## src/rtl/resize_pkg.sv

```systemverilog
// Shared constants for the 2x downscale sequencer: state encoding, mode codes,
// per-mode block timing and the mode legality helper.
package resize_pkg;

  localparam logic [2:0] ST_IDLE = 3'd0;
  localparam logic [2:0] ST_RD0  = 3'd1;
  localparam logic [2:0] ST_RD1  = 3'd2;
  localparam logic [2:0] ST_RD2  = 3'd3;
  localparam logic [2:0] ST_RD3  = 3'd4;
  localparam logic [2:0] ST_WAIT = 3'd5;
  localparam logic [2:0] ST_WR   = 3'd6;
  localparam logic [2:0] ST_DONE = 3'd7;

  typedef logic [1:0] mode_t;

  localparam mode_t MODE_AVG = 2'b00;
  localparam mode_t MODE_DEC = 2'b01;

  localparam int CYC_PER_BLK_AVG = 6;
  localparam int CYC_PER_BLK_DEC = 3;

  // Codes 1x are reserved and rejected at start.
  function automatic logic mode_legal(input mode_t m);
    return !m[1];
  endfunction

endpackage

```

## src/rtl/resize_addr_gen.sv

```systemverilog
// Block counters (oy, ox) with wrap and last-block flag, plus combinational
// source/destination address generation from the counters and read phase.
module resize_addr_gen
  import resize_pkg::*;
#(
  parameter int SRC_W  = 8,
  parameter int SRC_H  = 8,
  parameter int SRC_AW = 6,
  parameter int DST_AW = 4
) (
  input  logic              clock,
  input  logic              reset,
  input  logic              clear,
  input  logic              step,
  input  logic [1:0]        phase,
  output logic              last,
  output logic [SRC_AW-1:0] src_addr,
  output logic [DST_AW-1:0] dst_addr
);

  localparam int BW = SRC_W / 2;
  localparam int BH = SRC_H / 2;

  logic [DST_AW-1:0] ox_reg, ox_next;
  logic [DST_AW-1:0] oy_reg, oy_next;
  logic              ox_last, oy_last;

  assign ox_last = (ox_reg == DST_AW'(BW - 1));
  assign oy_last = (oy_reg == DST_AW'(BH - 1));
  assign last    = ox_last && oy_last;

  always_comb begin
    ox_next = ox_reg;
    oy_next = oy_reg;
    if (clear) begin
      ox_next = '0;
      oy_next = '0;
    end else if (step) begin
      if (ox_last) begin
        ox_next = '0;
        oy_next = oy_reg + DST_AW'(1);
      end else begin
        ox_next = ox_reg + DST_AW'(1);
      end
    end
  end

  always_ff @(posedge clock or negedge reset) begin
    if (!reset) begin
      ox_reg <= '0;
      oy_reg <= '0;
    end else begin
      ox_reg <= ox_next;
      oy_reg <= oy_next;
    end
  end

  // phase[1] selects the lower row of the block, phase[0] the right column.
  assign src_addr = SRC_AW'((2 * int'(oy_reg) + int'(phase[1])) * SRC_W
                            + 2 * int'(ox_reg) + int'(phase[0]));
  assign dst_addr = DST_AW'(int'(oy_reg) * BW + int'(ox_reg));

endmodule

```

## src/rtl/resize_sequencer.sv

```systemverilog
// 2x downscale sequencer: walks the source frame in 2x2 blocks, averages or
// decimates each block, writes one pixel per block. RESIZE_ROUND_EN rounds the average.
module resize_sequencer
  import resize_pkg::*;
#(
  parameter int SRC_W  = 8,
  parameter int SRC_H  = 8,
  parameter int PIX_W  = 8,
  parameter int SRC_AW = 6,
  parameter int DST_AW = 4
) (
  input  logic              clock,
  input  logic              reset,
  input  logic              start,
  input  logic [1:0]        mode,
  input  logic              abort,
  output logic              src_rd_en,
  output logic [SRC_AW-1:0] src_rd_addr,
  input  logic [PIX_W-1:0]  src_rd_data,
  output logic              dst_wr_en,
  output logic [DST_AW-1:0] dst_wr_addr,
  output logic [PIX_W-1:0]  dst_wr_data,
  output logic              busy,
  output logic              done,
  output logic              err
);

  logic [2:0]       state_reg, state_next;
  mode_t            mode_reg, mode_next;
  logic [PIX_W+1:0] acc_reg, acc_next;
  logic             err_reg, err_next;

  logic              accept, is_rd, is_wr, last_blk;
  logic [1:0]        phase;
  logic [SRC_AW-1:0] gen_src_addr;
  logic [DST_AW-1:0] gen_dst_addr;
  logic [PIX_W-1:0]  result;

  assign accept = (state_reg == ST_IDLE) && start && mode_legal(mode);
  assign is_rd  = (state_reg >= ST_RD0) && (state_reg <= ST_RD3);
  assign is_wr  = (state_reg == ST_WR);
  assign busy   = (state_reg != ST_IDLE) && (state_reg != ST_DONE);

  always_comb begin
    phase = 2'b00;
    case (state_reg)
      ST_RD1:  phase = 2'b01;
      ST_RD2:  phase = 2'b10;
      ST_RD3:  phase = 2'b11;
      default: phase = 2'b00;
    endcase
  end

  resize_addr_gen #(
    .SRC_W (SRC_W),
    .SRC_H (SRC_H),
    .SRC_AW(SRC_AW),
    .DST_AW(DST_AW)
  ) u_addr_gen (
    .clock   (clock),
    .reset   (reset),
    .clear   (accept),
    .step    (is_wr),
    .phase   (phase),
    .last    (last_blk),
    .src_addr(gen_src_addr),
    .dst_addr(gen_dst_addr)
  );

  always_comb begin
    state_next = state_reg;
    mode_next  = mode_reg;
    acc_next   = acc_reg;
    err_next   = (state_reg == ST_IDLE) && start && !mode_legal(mode);
    case (state_reg)
      ST_IDLE: if (accept) begin
        state_next = ST_RD0;
        mode_next  = mode;
      end
      ST_RD0: begin
        acc_next   = '0;
        state_next = (mode_reg == MODE_DEC) ? ST_WAIT : ST_RD1;
      end
      ST_RD1:  state_next = ST_RD2;
      ST_RD2:  state_next = ST_RD3;
      ST_RD3:  state_next = ST_WAIT;
      ST_WAIT: state_next = ST_WR;
      ST_WR:   state_next = last_blk ? ST_DONE : ST_RD0;
      default: state_next = ST_IDLE;
    endcase
    // Read data lands one cycle after each RDx, i.e. in RD1..RD3 and WAIT.
    if ((state_reg >= ST_RD1) && (state_reg <= ST_WAIT))
      acc_next = acc_reg + {2'b00, src_rd_data};
    if (busy && abort)
      state_next = ST_IDLE;
  end

  always_ff @(posedge clock or negedge reset) begin
    if (!reset) begin
      state_reg <= ST_IDLE;
      mode_reg  <= MODE_AVG;
      acc_reg   <= '0;
      err_reg   <= 1'b0;
    end else begin
      state_reg <= state_next;
      mode_reg  <= mode_next;
      acc_reg   <= acc_next;
      err_reg   <= err_next;
    end
  end

  always_comb begin
`ifdef RESIZE_ROUND_EN
    result = PIX_W'((acc_reg + (PIX_W+2)'(2)) >> 2);
`else
    result = PIX_W'(acc_reg >> 2);
`endif
    if (mode_reg == MODE_DEC)
      result = acc_reg[PIX_W-1:0];
  end

  assign src_rd_en   = is_rd;
  assign src_rd_addr = is_rd ? gen_src_addr : '0;
  assign dst_wr_en   = is_wr;
  assign dst_wr_addr = is_wr ? gen_dst_addr : '0;
  assign dst_wr_data = is_wr ? result : '0;
  assign done        = (state_reg == ST_DONE);
  assign err         = err_reg;

endmodule
```

## config.mk

```make
export PLATFORM = sky130hd
export DESIGN_NAME = resize_sequencer
export DESIGN_NICKNAME = d
export VERILOG_FILES = /design/src/rtl/resize_pkg.sv /design/src/rtl/resize_addr_gen.sv /design/src/rtl/resize_sequencer.sv
export SDC_FILE = /design/constraint.sdc
export NUM_CORES = 1
export LEC_CHECK = 0
export ABC_AREA = 0
export CORE_MARGIN = 2
export CORE_UTILIZATION = 51
export CTS_CLUSTER_SIZE = 12
export DETAILED_ROUTE_END_ITERATION = 10
export HOLD_SLACK_MARGIN = 0.12
export PLACE_DENSITY = 0.8
export SLEW_MARGIN = 30
export SYNTH_ARGS = -nofsm -noshare
export SYNTH_HDL_FRONTEND = slang
export SYNTH_SLANG_ARGS = --single-unit
```

## constraint.sdc

```tcl
create_clock -name clock -period 2.5 [get_ports clock]
set_input_delay 0.25 -clock clock [delete_from_list [all_inputs] [get_ports clock]]
set_output_delay 0.25 -clock clock [all_outputs]
set_load 0.05 [all_outputs]
```

==> reports/results.txt <==
Status: completed
Max-cap violation count: 0
Total grt overflow: 0
Vias per cell: 5.35
Pre-CTS setup slack: 0.300 ns
Global-route wire length before repair: 6.93 mm
Share of the synthesized area in the top cell type: 34.9%
Area Growth Syn to Fin: 29.5%
Vias in the first global route: 1614
Cells after synthesis: 204
Row cnt: 21
Count of input and output buffers: 36
Post-place instance area: 2150 um^2
Critical path endpoint category: output pin
Setup ws final: 0.0530 ns
Worst slew pin tran: 0.503 ns
Final period utilization: 97.9%
Critical path required time: 2.25 ns
CP startpoint kind: flop
Total Wirelength: 3.95 mm
Initial antenna violation count: 0
Crit path DAT: 2.20 ns
Die width: 62.1 um
CP Max Fanout: 7
Total CTS buffers: 3
Post-synthesis net count: 232
Slew margin rel.: 66.3%
Tightest Hold Check Type: primary input to async pin
CTS tree: yes
Avg WL per Cell: 13.5 um
Total clock sinks: 24
Period minus WS final: 2.45 ns
# H-tree levels: 1
Setup TNS: 0 ns
Syn Area/Cell: 8.45 um^2
Boundary pin count: 37
Clk root buf: clkbuf_4
Bufs on Longest Clock Path: 2
Peak Freq: 0.409 GHz
Worst vdd ir: 0.747 mV
Worst-path clk slew: 0.14 ns
All-Layer GR Usage: 22.1%
Area contributors post-synth: dfrtp_1 (35%), ha_1 (8.7%), nand2_1 (7.8%), a21oi_1 (6.7%), nor2_1 (3.9%)
Die Height: 62.1 um
FILL cells: 292
Initial core utilization: 52.5%
Post-synthesis sequential area ratio: 34.9%
RSZ-0062 raised after global routing: true
Largest net degree at the start of global routing: 25
Number of inserted diodes: 0
CTS Hold Bufs: 0
Pleak: 1.08 nW
# setup viols final: 0
Residual DRC: 0
Worst-Skew Late Latency: 0.32 ns
Final Max Tran Viols: 0
Synth unique cells: 43
Critical path class: flop to output pin
1st-iter DRT viols: 78
HPWL after DPL: 2.95 mm
Pwr/cell area: 929 nW/um^2
Net count, final: 275
Yosys warning count: 0
DRT Pass-1 Iters: 4
Routability congestion estimate: 0.904
Synth area leader: dfrtp_1
Non-filler instance count after layout: 292
Final Skew: 0.00608 ns
Max reg flops: 10
Core Region: 3280 um^2
Synthesized area: 1720 um^2
R2R cell count: 8
Post-DRT Antenna Nets: 0
Hold Vio Cnt, Final: 0
Post-Place Cells: 285
Die area: 3860 um^2
Final instance area: 2230 um^2
Register bit total from synthesis: 24
Ratio of cells with drive above 1 in the final layout: 15.0%
Via Count: 1561
cells by family after synthesis:
group | share of synthesized area, %
xor+xnor | 7.48
buf+inv | 5.16
fa+ha+maj | 11.0
simple gates | 23.0
flops | 34.9
compound gates | 16.0
mux | 2.40
metrics by stage:
| step | util (%) | hold slack, ns | power (W) |
|---|---|---|---|
| after floorplan | - | -0.0456 | 0.00149 |
| after global placement | 65.5 | 0.468 | 0.00180 |
| after detailed placement | 65.5 | 0.474 | 0.00182 |
| after CTS | 67.4 | 0.273 | 0.00207 |
| after global routing | 67.9 | 0.282 | 0.00224 |
| final | 67.9 | 0.269 | 0.00207 |
routing by layer:
| metal | global-route usage [%] | vias up | part of all wire, % |
|---|---|---|---|
| li1 | - | 779 | - |
| met2 | 39.0 | 38 | 50 |
| met1 | 26.6 | 739 | 45 |
| met3 | 3.26 | 5 | 4.2 |
| met4 | 10.6 | 0 | 1.2 |
| met5 | 0 | - | 0 |
final timing paths:
check	start	endpoint	slack, ns
max in group asynchronous	reset	state_reg[0]	1.97
worst min-delay path	reset	acc_reg[4]	0.27
min in group clock	acc_reg[9]	acc_reg[9]	0.49
worst max register to register	acc_reg[0]	acc_reg[8]	0.61
worst max-delay path	state_reg[0]	src_rd_addr[5]	0.05
worst min register to register	acc_reg[9]	acc_reg[9]	0.49
final cells by class:
class / count / area (um^2) / share of cell area [%]
multi-input cells: 160 / 1040 / 46.6
flip-flops and latches: 24 / 603 / 27.0
repair buffers: 45 / 445 / 20.0
well taps: 46 / 57.6 / 2.58
inverters: 13 / 50.0 / 2.24
clock buffers: 4 / 36.3 / 1.63
critical path: stages (launching register included):
cell     delay [ns]
dfrtp_2        0.48
nor2_2         0.16
nand2_1        0.08
o21ai_0        0.09
ha_1           0.17
inv_1          0.05
fa_1           0.37
xor2_1         0.18
nor2_2         0.15
buf_12         0.15
synth_stat cells (all sizes together):
master   count
o22ai        1
clkbuf       2
a21oi       24
o211ai       2
nor2        18
mux2i        3
a32o         1
nand2       37
a221oi       1
nor2b        2
and2         6
nor4b        1
inv         12
nand3        8
buf          5
or3          2
a22o         2
and3         2
dfrtp       24
a211oi       1
mux2         1
o311ai       1
xor2         7
o2111ai      1
clkinv       1
a31oi        1
fa           2
nand2b       2
nor3         4
ha          12
o21ai       10
nor3b        1
o31ai        1
xnor2        6
cell usage in the layout (no fill, tap or decap), types with 2 or more instances in the layout:
cell type	count
nand2_1	36
a21oi_1	23
dfrtp_1	22
clkdlybuf4s50_1	21
nor2_1	16
buf_4	16
ha_1	12
inv_1	11
o21ai_0	9
nand3_1	7
and2_1	6
xor2_1	6
dlymetal6s2s_1	6
xnor2_1	5
nor3_1	4
mux2i_1	3
clkbuf_4	3
nor2_2	2
nor2b_1	2
nand2b_1	2
and3_1	2
o211ai_1	2
a22o_1	2
or3_1	2
fa_1	2
buf_12	2
dfrtp_2	2
what timing repair did:
action / in CTS / in global routing
gates resized for setup: 2 / 7
setup endpoints to repair: 9 / 8
setup buffers: 3 / 0
power breakdown:
group / internal, W / total [W] / switching, W
Combinational: 0.000474 / 0.00126 / 0.000782
Clock: 0.0000891 / 0.000209 / 0.000120
Sequential: 0.000496 / 0.000606 / 0.000110
Note: power is estimated with default switching activity, not from simulation.
==> patch (config.mk and constraints unchanged) <==
`DST_AW` is set to 4 in 2 places; all go to 3.
--- a/src/rtl/resize_addr_gen.sv
+++ b/src/rtl/resize_addr_gen.sv
@@ -6,7 +6,7 @@
   parameter int SRC_W  = 8,
   parameter int SRC_H  = 8,
   parameter int SRC_AW = 6,
-  parameter int DST_AW = 4
+  parameter int DST_AW = 3
 ) (
   input  logic              clock,
   input  logic              reset,
--- a/src/rtl/resize_sequencer.sv
+++ b/src/rtl/resize_sequencer.sv
@@ -7,7 +7,7 @@
   parameter int SRC_H  = 8,
   parameter int PIX_W  = 8,
   parameter int SRC_AW = 6,
-  parameter int DST_AW = 4
+  parameter int DST_AW = 3
 ) (
   input  logic              clock,
   input  logic              reset,
Interface: changed (resized dst_wr_addr); port bits go from 37 to 36. No check against the original RTL was run, so the function may have changed too.
==> patch against the unedited design <==
- via count is 0.58% lower
- cell area is 3.1% lower
- total power is 10% lower
- wire length is 0.73% higher
- synthesized area is 7.3% lower
- setup slack better by 0.037 ns
- sequential cell count is 2 lower
- fmax is 1.5% higher
- count of clock-buffer cells in the layout is 1 lower
- largest cell class unchanged
- first-iteration DRC count is 6.4% higher
- highest routed layer unchanged
==> patch: results (changes against the unedited design) <==
* Run status: completed (unchanged)
* Share of layout cells above drive strength 1 at 13.85% (was 15.04%)
* Worst Path Max Fanout at 8 (was 7)
* Setup Skew at 0.003690 ns (was 0.006079 ns)
* Via density at 5.879 (was 5.346)
* Mapped Cells at 194 (was 204)
* Postcts setup bufs at 0 (was 3)
* Sequential share of the synthesized area at 34.48% (was 34.86%)
* Met2 wire length at 2026 um (was 1979 um)
* Synthesized Nets at 222 (was 232)
* Wirelength, routed at 3979 um (was 3950 um)
* Synth cell count leaders: nand2_1, dfrtp_1, a21oi_1 (unchanged)
* IO buf count at 35 (was 36)
* Clk pwr share at 15.4% (was 10.1%)
* Power Sequential at 0.557 mW (was 0.606 mW)
* Yosys warnings at 0 (unchanged)
* Post-synthesis cell type count at 35 (was 43)
* Vias in the first global route at 1512 (was 1614)
* Placed instance area at 2110 um2 (was 2152 um2)
* Pre-CTS WS at 0.1618 ns (was 0.2999 ns)
* R2r setup slk at 0.48 ns (was 0.61 ns)
* WP data arrival at 2.16 ns (was 2.20 ns)
* Rel. slew slack at 58.71% (was 66.33%)
* Metal3 WL at 211 um (was 164 um)
* Initial antenna violation count at 0 (unchanged)
* Metal1 wirelength at 1603 um (was 1760 um)
* First DRT Iteration DRCs at 83 (was 78)
* Final Power at 1.860 mW (was 2.072 mW)
* Peak supply drop at 0.5017 mV (was 0.7473 mV)
* Top cells by area, synth: dfrtp_1, ha_1, nand2_1 (unchanged)
* Cts repair resizes at 1 (was 2)
* Routability cong. at 0.8720 (was 0.9037)
* Global-route wire length before repair at 6637 um (was 6934 um)
* Nets at 260 (was 275)
* Total track usage at 24.84% (was 22.13%)
* Net switching power at 0.8844 mW (was 1.012 mW)
* Hold Worst Slack at 0.2666 ns (was 0.2691 ns)
* Via count at 1552 (was 1561)
* P_leak at 0.9864 nW (was 1.080 nW)
* Largest net degree at the start of global routing at 23 (was 25)
==> patch: cell type report <==
class	count	area, um2
Sequential cell	22	551.8
Multi-Input combinational cell	156	975.9
Timing Repair Buffer	40	506.7
Clock buffer	3	22.52
Inverter	9	33.78
Tap cell	33	41.29
Clock inverter	1	30.03
Fill cell	228	840.8
==> patch: routing by layer <==
layer / up-vias / GRT usage, %
met2: 65 / 41.93
met4: 0 / 12.06
li1: 732 / -
met3: 17 / 2.814
met5: - / 0
met1: 738 / 31.37
==> patch: critical path: stages, from the launching register on <==
cell,delay (ns)
dfrtp_1,0.52
buf_4,0.21
and3_1,0.17
nor2_1,0.11
clkdlybuf4s50_1,0.81
==> patch: worst max path at each step <==
| stage | startpoint | to | slack [ns] |
|---|---|---|---|
| after detailed placement | src_rd_data[0] | acc_reg[8]$_DFFE_PN0P_ | 0.16 |
| after global routing | state_reg[0]$_DFFE_PN0P_ | src_rd_addr[5] | 0.005 |
| after CTS | state_reg[2]$_DFFE_PN0P_ | src_rd_addr[5] | 0.06 |
| after global placement | src_rd_data[0] | acc_reg[8]$_DFFE_PN0P_ | 0.30 |
| final | state_reg[1]$_DFFE_PN0P_ | busy | 0.09 |
| after floorplan | state_reg[2]$_DFFE_PN0P_ | src_rd_addr[5] | 0.06 |
==> patch: kinds of logic after synthesis <==
| kind of cell | after synthesis | share of synthesized area (%) |
|---|---|---|
| flip-flops | 22 | 34.48 |
| multiplexers | 3 | 1.959 |
| AND/OR/NAND/NOR | 85 | 25.31 |
| adder cells (fa/ha/maj) | 14 | 11.44 |
| XOR/XNOR | 10 | 5.956 |
| buffers and inverters | 16 | 4.388 |
| AO/OA/AOI/OAI | 44 | 16.46 |
